## src/rtl/mpc_sequencer.sv

```systemverilog
// mpc_sequencer: microprogram sequencer owning MPC, N/Z flags, memory-wait/halt sequencing and a retired-microinstruction counter.
module mpc_sequencer #(
  parameter int ADDR_W     = 9,
  parameter int MBR_W      = 8,
  parameter int RESET_ADDR = 0,
  parameter int CNT_W      = 16
) (
  input  logic              clk,
  input  logic              reset,
  input  logic [ADDR_W-1:0] NEXT_ADDR,
  input  logic              JAMN,
  input  logic              JAMZ,
  input  logic              JMPC,
  input  logic              N_in,
  input  logic              Z_in,
  input  logic              flag_en,
  input  logic [MBR_W-1:0]  MBR,
  input  logic              mem_rd,
  input  logic              mem_fetch,
  input  logic              mem_ready,
  input  logic              halt,
  output logic [ADDR_W-1:0] MPC,
  output logic              mpc_valid,
  output logic              stall,
  output logic              N_ff,
  output logic              Z_ff,
  output logic [CNT_W-1:0]  ucount
);
  typedef enum logic [1:0] {RUN, WAIT, HALT} state_t;
  state_t state, state_nxt;
  logic eff_n, eff_z, req, advance;
  logic [ADDR_W-1:0] next;
  always_comb begin
    eff_n = flag_en ? N_in : N_ff;
    eff_z = flag_en ? Z_in : Z_ff;
    req = mem_rd | mem_fetch;
    next = {NEXT_ADDR[ADDR_W-1] | (JAMN & eff_n) | (JAMZ & eff_z), NEXT_ADDR[MBR_W-1:0] | (JMPC ? MBR : '0)};
    advance = (state == RUN && !halt && (!req || mem_ready)) || (state == WAIT && mem_ready);
    stall = !reset && !advance;
    state_nxt = state == RUN ? (halt ? HALT : (req && !mem_ready) ? WAIT : RUN) :
                state == WAIT ? (mem_ready ? RUN : WAIT) :
                (halt ? HALT : RUN);
  end
  always_ff @(posedge clk) begin
    if (reset) begin
      MPC <= ADDR_W'(RESET_ADDR);
      N_ff <= 1'b0;
      Z_ff <= 1'b0;
      ucount <= '0;
      state <= RUN;
      mpc_valid <= 1'b1;
    end else begin
      if (advance) begin
        MPC <= next;
        ucount <= ucount + 1'b1;
        if (flag_en) begin
          N_ff <= N_in;
          Z_ff <= Z_in;
        end
      end
      state <= state_nxt;
      mpc_valid <= state_nxt != HALT;
    end
  end
endmodule

```

## config.mk

```make
export PLATFORM = sky130hd
export DESIGN_NAME = mpc_sequencer
export DESIGN_NICKNAME = d
export VERILOG_FILES = /design/src/rtl/mpc_sequencer.sv
export SDC_FILE = /design/constraint.sdc
export NUM_CORES = 1
export LEC_CHECK = 0
export CAP_MARGIN = 10
export CORE_UTILIZATION = 45
export DETAILED_ROUTE_END_ITERATION = 10
export GPL_ROUTABILITY_DRIVEN = 0
export PLACE_DENSITY = 0.86
export SLEW_MARGIN = 20
export SYNTH_ARGS = -nofsm -noshare
export SYNTH_HDL_FRONTEND = slang
export SYNTH_SLANG_ARGS = --single-unit
```

## constraint.sdc

```tcl
create_clock -name clk -period 3.15 [get_ports clk]
set_input_delay 0.315 -clock clk [delete_from_list [all_inputs] [get_ports clk]]
set_output_delay 0.315 -clock clk [all_outputs]
set_load 0.01 [all_outputs]
```

**Word-level counts from Yosys, hierarchy flattened**

Index checks and enable logic that the tools add are counted.

- $add $sub $neg: 1
- Eq/ne operators: 2
- Mux-type cells: 9
- Bitwise operators: 6
- Reduce and logical (&&, ||, !) cells: 13

Operators with widths:

| kind | number |
|---|---|
| $add A16 B1 Y16 const B | 1 |
| $mux W2 | 4 |
| $mux W8 | 1 |
| $or A8 B8 Y8 | 1 |
| $logic_and A1 B1 Y1 | 5 |
| $logic_not A1 Y1 | 5 |
| $mux W1 | 4 |
| $or A1 B1 Y1 | 3 |
| $and A1 B1 Y1 | 2 |
| $eq A2 B1 Y1 const B | 1 |
| $logic_not A2 Y1 | 1 |
| $logic_or A1 B1 Y1 | 2 |
| $ne A2 B2 Y1 const B | 1 |

- Register bits: 30
- Output and inout port bits: 29

**Longest topological paths before layout**

- Depth after elaboration: 7
- Mapped depth: 6
- Gate-level depth less buffers: 5

**Worst setup path before layout**

OpenSTA, ideal clock, no wires.

- Path type: flip-flop to flip-flop
- From: register ucount[0]
- To: register ucount[12]
- Setup time: 70 ps
- Data arrival time: 1,593 ps
- Setup slack: 1,487 ps
- Stages on the path, launching flop included: 7
- Period minus slack after synthesis: 1,663 ps
- Cells stage by stage: dfxtp_1 -> ha_1 -> and3_1 -> o2111ai_1 -> clkbuf_1 -> or4_1 -> a21oi_1

- Cells in the longest elaborated chain, start to end: 1

Ends and longest elaborated chain:

| what | line | RTL |
|---|---|---|
| start, declared | 27 | `output logic [CNT_W-1:0] ucount` |
| start signal, assigned | 55 | `ucount <= ucount + 1'b1;` |
| $add A16 B1 Y16 | 55 |  |

Every way passes these cells.
A chain may end at the register's enable or synchronous reset.

**Worst setup path after layout**

- From: input port mem_fetch
- To: output port stall

- Cells in the longest elaborated chain, start to end: 7

Ends and longest elaborated chain:

| what | line | RTL |
|---|---|---|
| start, declared | 19 | `input logic mem_fetch,` |
| $or A1 B1 Y1 | 36 | `req = mem_rd \| mem_fetch;` |
| $logic_not A1 Y1 | 38 | `advance = (state == RUN && !halt && (!req \|\| mem_ready)) \|\| (state == WAIT && mem_ready);` |
| $logic_or A1 B1 Y1 | 38 |  |
| $logic_and A1 B1 Y1 | 38 |  |
| $logic_or A1 B1 Y1 | 38 |  |
| $logic_not A1 Y1 | 39 | `stall = !reset && !advance;` |
| $logic_and A1 B1 Y1 | 39 |  |
| end, declared | 24 | `output logic stall,` |

Every way passes these cells.

==> summary.md <==
| Metric | Value |
|---|---|
| Status | `finished with violations` |
| Failing checks | `design-rule violations` |
| Synthesis warning total | `0` |
| Switch Pwr | `0.203 mW` |
| Routed len/inst | `13.6 µm` |
| Worst min-delay path startpoint | `state[1]` |
| Final setup fails | `0` |
| Ant diodes | `0` |
| Required time worst endpoint | `2.83 ns` |
| Slew headroom | `48.9%` |
| Dpl hpwl | `2400 µm` |
| #FFs+latches synth | `30` |
| Area occupied by multi-input gates | `704 µm²` |
| Synth unique cells | `37` |
| FFs w/ async S/R, synth | `0%` |
| FF+latch area | `601 µm²` |
| Leakage | `0.695 nW` |
| Post-synth EDFFs | `0` |
| Max frequency | `477 MHz` |
| Pwr per Cell Area | `389 nW/µm²` |
| CP top delay family | `buffers and inverters` |
| CTS-repair resized insts | `0` |
| Max-cap violations | `0` |
| Pwr Total | `0.781 mW` |
| Post-Syn Instances | `151` |
| Initial core utilization | `48.5%` |
| CTS H-tree depth | `2` |
| I/O pins | `58` |
| Post-synth top flop | `dfxtp_1` |
| Hold Buf Count CTS | `0` |
| Util after Layout | `71.0%` |
| Sequential share of power | `51.8%` |
| Fin area | `2010 µm²` |
| Peak VDD IR | `0.300 mV` |
| Final Hold Viols | `0` |
| Syn_area_per_cell | `9.09 µm²` |
| First-pass GRT wire length | `5330 µm` |
| Yosys top cell area share | `43.8%` |
| Layout cell share with drive strength beyond 1 | `10.5%` |
| Min Clock Period, post-route | `2.10 ns` |
| Gr usage total | `21.5%` |
| Via count | `1391` |
| DR iter-0 viols | `49` |
| RSZ-0062 raised after global routing | `false` |
| Port buffer count | `57` |
| Critical path, cell by cell | `clkdlybuf4s50_1, nor3_4, o211a_1, nor2_1, clkdlybuf4s50_1` |
| Detail Route Antenna Nets | `0` |
| Total core area | `2830 µm²` |
| Worst-path clk slew | `0.08 ns` |
| CP Buf/Inv Count | `2` |
| Initial antenna violation count | `0` |
| Startpoint type of the worst setup path | `input pin` |
| Slowest cell on crit path | `clkdlybuf4s50_1` |
| Area leader, netlist | `dfxtp_1` |
| Flop2flop setup slack | `1.17 ns` |
| Skew final | `0.0138 ns` |
| Worst slew pin tran | `0.765 ns` |
| TritonCTS Buffers | `5` |
| Min-Delay Path Depth | `1` |
| Clk sink count | `30` |
| Postcts setup bufs | `0` |
| Register area share after synthesis | `43.8%` |
| Nets | `238` |
| Final Max Slew Viols | `0` |
| CTS tree | `built` |
| Synth Net Count | `181` |
| WS Path Type | `input pin to output pin` |
| Drt total wl | `3270 µm` |
| GR Overflow Total | `0` |
| WHS Endpoint | `state[0]` |
| Post-place instance area | `1940 µm²` |
| Crit Path Max Fanout | `3` |
| Die Ht | `57.2 µm` |
| Crit end category | `output pin` |
| Largest net degree at the start of global routing | `33` |
| Worst EP arrival | `1.78 ns` |
| Commonest non-fill, non-tap cell in the layout | `clkdlybuf4s50_1` |
| Detailed Routing Iterations Pass 1 | `7` |
| Via density | `5.80` |
| Vias in the first global route | `1363` |
| Combinational Power Share | `16.6%` |
| R2r startpoint | `ucount[0]` |
| Mapped Area | `1370 µm²` |
| Clk buf depth | `2` |
| Most common cell on crit path | `clkdlybuf4s50_1` |
| Critical Path Stages | `5` |
| Min Hold Slack | `0.455 ns` |
| Clock power share | `31.6%` |
| Critical path's largest stage delay | `0.56 ns` |
| Switching Share | `26.0%` |
| Hold crit path type | `register to register` |
| FF-to-FF path depth | `5` |
| Die Width | `57.2 µm` |
| Placement row count | `19` |
| CTS Root Cell | `clkbuf_4` |
| Setup_tns | `0 ns` |
| Period utilization | `66.6%` |
| Die area | `3280 µm²` |
| Clock Latency Late Sink | `0.34 ns` |
| Final-layout fill cell count | `233` |
| Reg2reg end | `ucount[14]` |
| Area grow syn2layout | `46.3%` |
| Most frequent cells in the layout | `57 x clkdlybuf4s50_1, 30 x dfxtp_1, 21 x a21oi_1` |
| Top cells by area, synth | `dfxtp_1 44%, a21oi_1 7.7%, a211oi_1 4.9%, nor2_1 4.9%, mux2_2 3.3%` |
| # DRC | `2` |
| Pint | `0.578 mW` |
## per-layer routing
layer  GRT usage, %  wire (µm)  vias to the layer above
li1               -          -                      677
met1           21.2       1290                      651
met2           36.8       1610                       55
met3           10.9        314                        8
met4           11.5         65                        0
met5              0          0                        -
## logic make-up after synthesis
group	synth area share, %
XOR/XNOR	1.28
adder cells (fa/ha/maj)	0.911
flip-flops	43.8
multiplexers	4.01
AO/OA/AOI/OAI	22.6
buffers and inverters	4.92
AND/OR/NAND/NOR	22.5
## how the worst max path moves through the flow
stage               startpoint         end  slack, ns
floorplan            ucount[0]  ucount[12]       1.49
global placement     mem_fetch  ucount[14]       1.01
detailed placement   mem_fetch  ucount[14]       0.92
CTS                  mem_fetch       stall       1.05
global route         mem_fetch       stall       1.00
finish               mem_fetch       stall       1.05
## final cells by class
class / instances / share of cell area [%]
well taps: 31 / 1.93
multi-input cells: 108 / 35.1
inverters: 4 / 0.748
clock buffers: 6 / 2.55
clock inverters: 2 / 0.623
flip-flops and latches: 30 / 29.9
repair buffers: 59 / 29.2
## cells in the mapped netlist (4+ instances only)
library cell and n:
dfxtp_1 30, inv_1 4, o31ai_1 6, nor2_1 18, nand3_1 6, or4_1 6
a21oi_1 21, mux2_2 4, a211oi_1 9, nand2_1 5, o21ai_0 4
## flip-flops by register name, indices dropped and copies added (netlist names)
| name | cells |
|---|---|
| MPC | 9 |
| N_ff | 1 |
| Z_ff | 1 |
| mpc_valid | 1 |
| state | 2 |
| ucount | 16 |
## metrics by stage
stage          std cells  setup WS (ns)
6_report             240           1.05
5_1_grt              240           1.00
4_1_cts              240           1.05
3_5_place_dp         232          0.921
3_3_place_gp         232           1.01
2_1_floorplan        151           1.49
## worst reg2reg max path: cells and delay by family, from the launching register on
kind,cells,cell delay [ns]
AND/OR/NAND/NOR,2,0.77
AO/OA/AOI/OAI,2,0.51
flip-flops,1,0.43
adder cells (fa/ha/maj),1,0.21
## power groups by stage
stage | Combinational [mW] | Clock (mW) | Sequential (mW)
after global routing | 0.140 | 0.269 | 0.407
after CTS | 0.130 | 0.254 | 0.405
after global placement | 0.126 | 0 | 0.413
final | 0.129 | 0.247 | 0.405
after floorplan | 0.0469 | 0 | 0.419
after detailed placement | 0.129 | 0 | 0.413
Power figures use the tool's default switching activity.
